### config.mk
export PLATFORM = sky130hd
export DESIGN_NAME = led_frame_buffer
export DESIGN_NICKNAME = d
export VERILOG_FILES = /design/src/rtl/led_frame_buffer.sv
export SDC_FILE = /design/constraint.sdc
export NUM_CORES = 2
export LEC_CHECK = 0
export ABC_CLOCK_PERIOD_IN_PS = 3900
export BUFFER_PORTS_ARGS = -buffer_cell sky130_fd_sc_hd__buf_2
export CAP_MARGIN = 0
export CORE_AREA = 2 2 479 481
export DETAILED_ROUTE_END_ITERATION = 8
export DIE_AREA = 0 0 481 483
export GPL_ROUTABILITY_DRIVEN = 0
export SLEW_MARGIN = 20
export SYNTH_ARGS = -nofsm -noshare
export SYNTH_HDL_FRONTEND = slang
export SYNTH_SLANG_ARGS = --single-unit
### constraint.sdc
create_clock -name clk -period 3.9 [get_ports clk]
set_input_delay 0.39 -clock clk [delete_from_list [all_inputs] [get_ports clk]]
set_output_delay 0.39 -clock clk [all_outputs]
set_load 0.05 [all_outputs]
### src/rtl/led_frame_buffer.sv
// led_frame_buffer: double-buffered pixel collector that assembles LEDS pixels and hands a frame to LEDDriver.
// Optional write-port brightness scaling is enabled by defining LED_FRAME_BRIGHTNESS_EN.
module led_frame_buffer #(
  parameter int unsigned LEDS = 50
) (
  input  logic                 clk,
  input  logic                 rst,
  input  logic                 pix_valid,
  output logic                 pix_ready,
  input  logic [23:0]          pix_rgb,
  input  logic                 pix_last,
  input  logic [7:0]           brightness,
  output logic [24*LEDS-1:0]   led_rgb,
  output logic                 start,
  input  logic                 done,
  output logic                 frame_err
);

  localparam int unsigned PIX_W = 24;
  localparam int unsigned IDX_W = $clog2(LEDS);
  localparam logic [IDX_W-1:0] IDX_LAST = IDX_W'(LEDS - 1);

  typedef enum logic {
    ST_FILL = 1'b0,
    ST_FULL = 1'b1
  } state_e;

  state_e                     state_q, state_d;
  logic [LEDS-1:0][PIX_W-1:0] wbuf_q, wbuf_d;
  logic [LEDS-1:0][PIX_W-1:0] disp_q, disp_d;
  logic [IDX_W-1:0]           wr_idx_q, wr_idx_d;
  logic                       busy_q, busy_d;
  logic                       ready_q, ready_d;
  logic                       start_q, start_d;
  logic                       err_q, err_d;
  logic                       accept;
  logic [PIX_W-1:0]           pix_store;

`ifdef LED_FRAME_BRIGHTNESS_EN
  // 8x9 multiply by (brightness+1) keeps 255 as identity and 0 as black
  function automatic logic [7:0] scale_ch(input logic [7:0] c, input logic [7:0] b);
    logic [15:0] prod;
    prod = 16'(c) * 16'({1'b0, b} + 9'd1);
    return 8'(prod >> 8);
  endfunction

  assign pix_store = {scale_ch(pix_rgb[23:16], brightness),
                      scale_ch(pix_rgb[15:8],  brightness),
                      scale_ch(pix_rgb[7:0],   brightness)};
`else
  logic unused_brightness;
  assign unused_brightness = ^brightness;
  assign pix_store         = pix_rgb;
`endif

  // ready is forced low for the whole reset assertion, not just after the edge
  assign pix_ready = ready_q & ~rst;
  assign accept    = pix_valid & pix_ready;
  assign led_rgb   = disp_q;
  assign start     = start_q;
  assign frame_err = err_q;

  always_ff @(posedge clk) begin
    if (rst) begin
      state_q  <= ST_FILL;
      wbuf_q   <= '0;
      disp_q   <= '0;
      wr_idx_q <= '0;
      busy_q   <= 1'b0;
      ready_q  <= 1'b1;
      start_q  <= 1'b0;
      err_q    <= 1'b0;
    end else begin
      state_q  <= state_d;
      wbuf_q   <= wbuf_d;
      disp_q   <= disp_d;
      wr_idx_q <= wr_idx_d;
      busy_q   <= busy_d;
      ready_q  <= ready_d;
      start_q  <= start_d;
      err_q    <= err_d;
    end
  end

  always_comb begin
    state_d  = state_q;
    wbuf_d   = wbuf_q;
    disp_d   = disp_q;
    wr_idx_d = wr_idx_q;
    busy_d   = busy_q;
    ready_d  = ready_q;
    start_d  = 1'b0;
    err_d    = 1'b0;

    if (busy_q && done) begin
      busy_d = 1'b0;
    end

    case (state_q)
      ST_FILL: begin
        if (accept) begin
          wbuf_d[wr_idx_q] = pix_store;
          if (wr_idx_q == IDX_LAST || pix_last) begin
            state_d  = ST_FULL;
            wr_idx_d = '0;
            ready_d  = 1'b0;
            err_d    = pix_last && (wr_idx_q != IDX_LAST);
          end else begin
            wr_idx_d = wr_idx_q + 1'b1;
          end
        end
      end
      ST_FULL: begin
        // commit waits on the registered busy, so done costs one extra cycle
        if (!busy_q) begin
          disp_d  = wbuf_q;
          start_d = 1'b1;
          busy_d  = 1'b1;
          ready_d = 1'b1;
          state_d = ST_FILL;
        end
      end
      default: begin
        state_d = ST_FILL;
      end
    endcase
  end

endmodule

; ---- Word level (Yosys, flattened, before mapping)
; Index checks and enable logic that the tools add are counted.
; W data, S select, Z words.
[classes]
add_sub_neg = 1
magnitude_cmp = 2
n_reduce_logical = 9
n_eq_ne = 5
muxes = 16
bitwise = 7
[ops]
columns = operator, count
row1 = $bwmux W1200, 1
row2 = $demux W24 S6, 1
row3 = $mux W24, 1
row4 = $mux W1, 10
row5 = $lt A6 B7 Y1 const B, 1
row6 = $add A6 B1 Y6 const B, 1
row7 = $eq A6 B6 Y1 const B, 1
row8 = $ge A6 B1 Y1 const B, 1
row9 = $mux W6, 1
row10 = $ne A2 B2 Y1 const B, 3
row11 = $ne A6 B6 Y1 const B, 1
row12 = $not A1 Y1, 5
row13 = $pmux W1 S2, 2
row14 = $reduce_and A2 Y1, 2
row15 = $reduce_or A4 Y1, 1
row16 = $logic_and A1 B1 Y1, 3
row17 = $reduce_and A3 Y1, 1
row18 = $and A1 B1 Y1, 2
row19 = $reduce_or A2 Y1, 1
row20 = $logic_or A1 B1 Y1, 1
[totals]
wordCells = 146
inputBits = 37
register_bits = 2411
out_inout_bits = 1203

; ---- Logic depth before layout (Yosys ltp)
[logic_depth]
ltp_word = 5
mapped_depth = 8
ltp_nobuf = 5

; ---- Worst setup path before layout
; Ideal clock, no wire load.
[synth_timing]
path_type = input to register
startpoint = input rst
endpoint = register wbuf_q[171] (netlist name)
path_slack_ns = 1.978
cell_stages = 8
path_buffers = 4
t_arrival_ns = 1.781
path_cell_list = buf_2 nand4bb_4 buf_6 or4_1 buf_2 buf_6 nand2_1 a21oi_1
[synth_via]
elab_chain_cells = 4
[synth_rtl]
columns = element, line_no
row1 = start: declaration, 7  ; input logic rst,
row2 = $not A1 Y1, 57  ; assign pix_ready = ready_q & ~rst;
row3 = $and A1 B1 Y1, 57
row4 = $and A1 B1 Y1, 58  ; assign accept = pix_valid & pix_ready;
row5 = $reduce_and A2 Y1 (no source line), -
row6 = end signal: assignment, 75  ; wbuf_q <= wbuf_d;
row7 = end: declaration, 29  ; logic [LEDS-1:0][PIX_W-1:0] wbuf_q, wbuf_d;
; Parallel ways exist; a longest one is shown, timed or not.
; A chain may end at the register's enable or synchronous reset.

; ---- Worst setup path after layout
[layout_timing]
startpoint = register wr_idx_q[1]
endpoint = register wbuf_q[661] (netlist name)
[layout_via]
elab_chain_cells = 5
elab_cells_between_ends = 6
classes_between = 2 x order compare / 3 x mux / 1 x reduce/logical
[layout_rtl]
columns = element, line_no
row1 = start: declaration, 31  ; logic [IDX_W-1:0] wr_idx_q, wr_idx_d;
row2 = start signal: assignment, 77  ; wr_idx_q <= wr_idx_d;
row3 = $lt A6 B7 Y1 (implied by the code) / $ge A6 B1 Y1 (equally long branches), 102  ; wbuf_d[wr_idx_q] = pix_store;
row4 = $logic_and A1 B1 Y1 (implied by the code), 102
row5 = $mux W24 (implied by the code), 102
row6 = $demux W24 S6 (*), 102
row7 = $bwmux W1200 (*), 102
; Mark *: on every way between the ends. The rest lies on a longest branch, timed or not.

==> flow_metrics.py <==
metrics = {
    "pwr": {
        "peakVddDrop_mv": 0.389,
        "p_leak_uw": 0.0382,
        "switching_share_pct": 22.8,
        "combPwrFrac_pct": 3.1,
        "p_seq_share_pct": 48.7,
        "intPower_uw": 39100,
        "clkPwrFrac_pct": 48.2,
        "power_uw": 50600,
        "power_per_cell_area_nw_per_um2": 522,
        "switchingPower_uw": 11500,
    },
    "cells_and_area": {
        "multi_input_area_um2": 28100,
        "num-nets-final": 9113,
        "n_fill_cell": 21700,
        "drive_gt1_share_pct": 22.6,
        "seq_area_um2": 48300,
        "layout_common_cells": "2405 x nand2_1, 2405 x dfxtp_1, 1206 x buf_2",
        "area_growth_pct": 20.8,
    },
    "critical_path": {
        "worstPathMaxFanout": 24,
        "critical_path_required_ns": 4.61,
        "critPathArrivalTime_ns": 3.60,
        "startpoint_type": "flop",
        "rrSetupSlack_ns": 1.01,
        "criticalPathCategory": "reg -> reg",
        "cp-end-kind": "flop",
    },
    "placed_design": {
        "io_buffers": 1231,
        "dp_hpwl_mm": 190,
        "dp_slack_ns": 1.01,
    },
    "clock_network": {
        "clkTransAtPathRegs_ns": 0.06,
        "cts_tree": "built",
        "cts_inserted_buffers": 240,
        "clockRootBuffer": "clkbuf_16",
        "clk_path_buf_depth": 3,
        "clk_latency_ns": 0.89,
        "clock-sinks": 2411,
        "htreeDepth": 4,
    },
    "sta": {
        "tightest_slew_ns": 1.27,
        "slew_violations": 0,
        "tns_ns": 0,
        "slew_headroom_pct": 15.5,
        "hold_viol": 0,
        "fmax_mhz": 347,
        "fin_crit_ns": 2.89,
        "layout_setup_ws_ns": 1.01,
        "rsz0062_at_grt": "no",
        "finalCritPeriodShare_pct": 74.0,
        "setup_viol": 0,
        "fin_worst_skew_ns": 0.0710,
    },
    "logic_synthesis": {
        "ys_ff_latch": 2411,
        "syn_nets": 8233,
        "syn_inst": 8194,
        "synth_edf_count": 0,
        "synth_area_um2": 80300,
        "yosysSeqAreaShare_pct": 60.1,
        "synthFlopType": "dfxtp_1",
        "async_flop_share_pct": 0,
        "synth_top_cell_by_area": "dfxtp_1",
        "synth.area.top_cells": "dfxtp_1 60%, a22o_1 13%, nand2_1 11%",
        "ys_types": 51,
        "synth_top_area_share_pct": 60.1,
        "yosys_warnings": 0,
        "syn_area_per_cell_um2": 9.79,
    },
    "outcome": {
        "status": "finished clean",
    },
    "detailed_routing": {
        "ant_nets": 0,
        "vias": 65300,
        "first_iter_violations": 5765,
        "route.detailed.drc": 0,
        "route.detailed.wl_per_inst_um": 25.1,
        "totalWireLength_mm": 309,
        "viasPerCell": 5.31,
        "firstDrtPassIters": 8,
    },
    "floorplanning": {
        "start_util_pct": 35.4,
        "die_height_um": 483,
        "rows": 175,
        "die_w_um": 481,
        "ios": 1240,
        "coreArea_um2": 227000,
        "dieArea_um2": 232000,
    },
    "grt": {
        "antenna_found_initial": 12,
        "grt_pass1_wl_mm": 438,
        "grt_max_degree": 178,
        "grt.total_usage_pct": 25.3,
        "grt_pass1_vias": 61100,
        "overflow": 0,
    },
    "run": {
        "max_cap_viol_count": 0,
    },
    "hold_path": {
        "worstHoldPathType": "in -> reg",
    },
}
-- registers in the layout (all words and copies together) (netlist names) --
register	count
busy_q	1
frame_err	1
led_rgb	1200
ready_q	1
start	1
state_q	1
wbuf_q	1200
wr_idx_q	6
-- layout make-up --
class                   instances  area share, %
diodes                          5         0.0129
well taps                    3009           3.88
flip-flops and latches       2411           49.8
clock buffers                 347           7.37
repair buffers               1438           8.62
inverters                       3         0.0142
clock inverters               103           1.35
multi-input cells            4980           29.0
-- worst max-delay path, stage by stage (launching register included) --
cell and delay (ns):
dfxtp_4 0.47, buf_4 0.39, nand3b_2 0.52, or3_2 1.02, nand2_1 0.22, a21oi_1 0.08
-- final timing paths --
check	cells after the start	from	endpoint
min reg2reg	1	wbuf_q[682]$_SDFFE_PP0P_	led_rgb[682]$_SDFFE_PP0P_
min	3	pix_rgb[16]	wbuf_q[352]$_SDFFE_PP0P_
max	5	wr_idx_q[1]$_SDFFE_PP0P_	wbuf_q[661]$_SDFFE_PP0P_
max reg2reg	5	wr_idx_q[1]$_SDFFE_PP0P_	wbuf_q[661]$_SDFFE_PP0P_
-- cell families (layout without fill, tap and decap cells) --
family                     after synthesis  count (layout)  synth area share, %
adders and majority gates                2               2               0.0312
AOI/OAI and AO/OA                     2418            2418                 21.5
and+or+nand+nor                       2560            2560                 13.4
other                                    0               5                    0
buffers and inverters                  803            1891                 4.90
DFF                                   2411            2411                 60.1
-- power groups by stage --
stage / Sequential (uW) / Clock [uW] / Combinational [uW]
final: 24700 / 24400 / 1570
after global routing: 24600 / 25800 / 1620
after CTS: 24700 / 24700 / 1560
after detailed placement: 25200 / 0 / 1550
after global placement: 25200 / 0 / 1550
after floorplan: 25200 / 0 / 820
-- metrics by stage --
step	std cells	util (%)	cell area (um^2)	hold WS (ns)
6_report	12300	42.8	97000	0.0691
5_1_grt	12300	42.8	97000	0.0240
4_1_cts	12300	42.7	97000	0.00804
3_5_place_dp	11800	39.0	88400	0.443
3_3_place_gp	11800	39.0	88400	0.438
2_1_floorplan	8194	-	80300	0.432
-- synth_stat cells (3+ instances only) --
master,number
nand4bb_1,5
o21ai_0,5
clkbuf_1,384
or4b_4,4
and4bb_2,6
a21oi_2,167
nor3_4,18
nand2_1,2405
nand3_1,18
a22o_1,1200
or4_1,4
nor2_1,7
and3_1,3
a211oi_1,3
a21oi_1,1040
buf_6,62
buf_4,15
nand3b_1,3
dfxtp_1,2411
buf_1,27
or3_1,6
buf_2,310
nor4_4,28
nand4_1,26
nor4b_2,4
-- timing repair --
item | CTS | global route
buffers inserted | 0 | 0
setup endpoints to repair | 0 | 0
endpoints found under the hold margin | 64 | 0
resized for setup | 0 | 0
hold buffers | 6 | 0
-- routing by layer --
metal	share of wire (%)	up-vias	global-route usage (%)	wire length [um]
li1	-	29900	-	-
met1	41	32000	32.4	127000
met2	45	2909	39.4	138000
met3	9.4	543	7.22	29100
met4	4.7	0	11.3	14500
met5	0	-	0	0
Note: power is estimated with default switching activity, not from simulation.
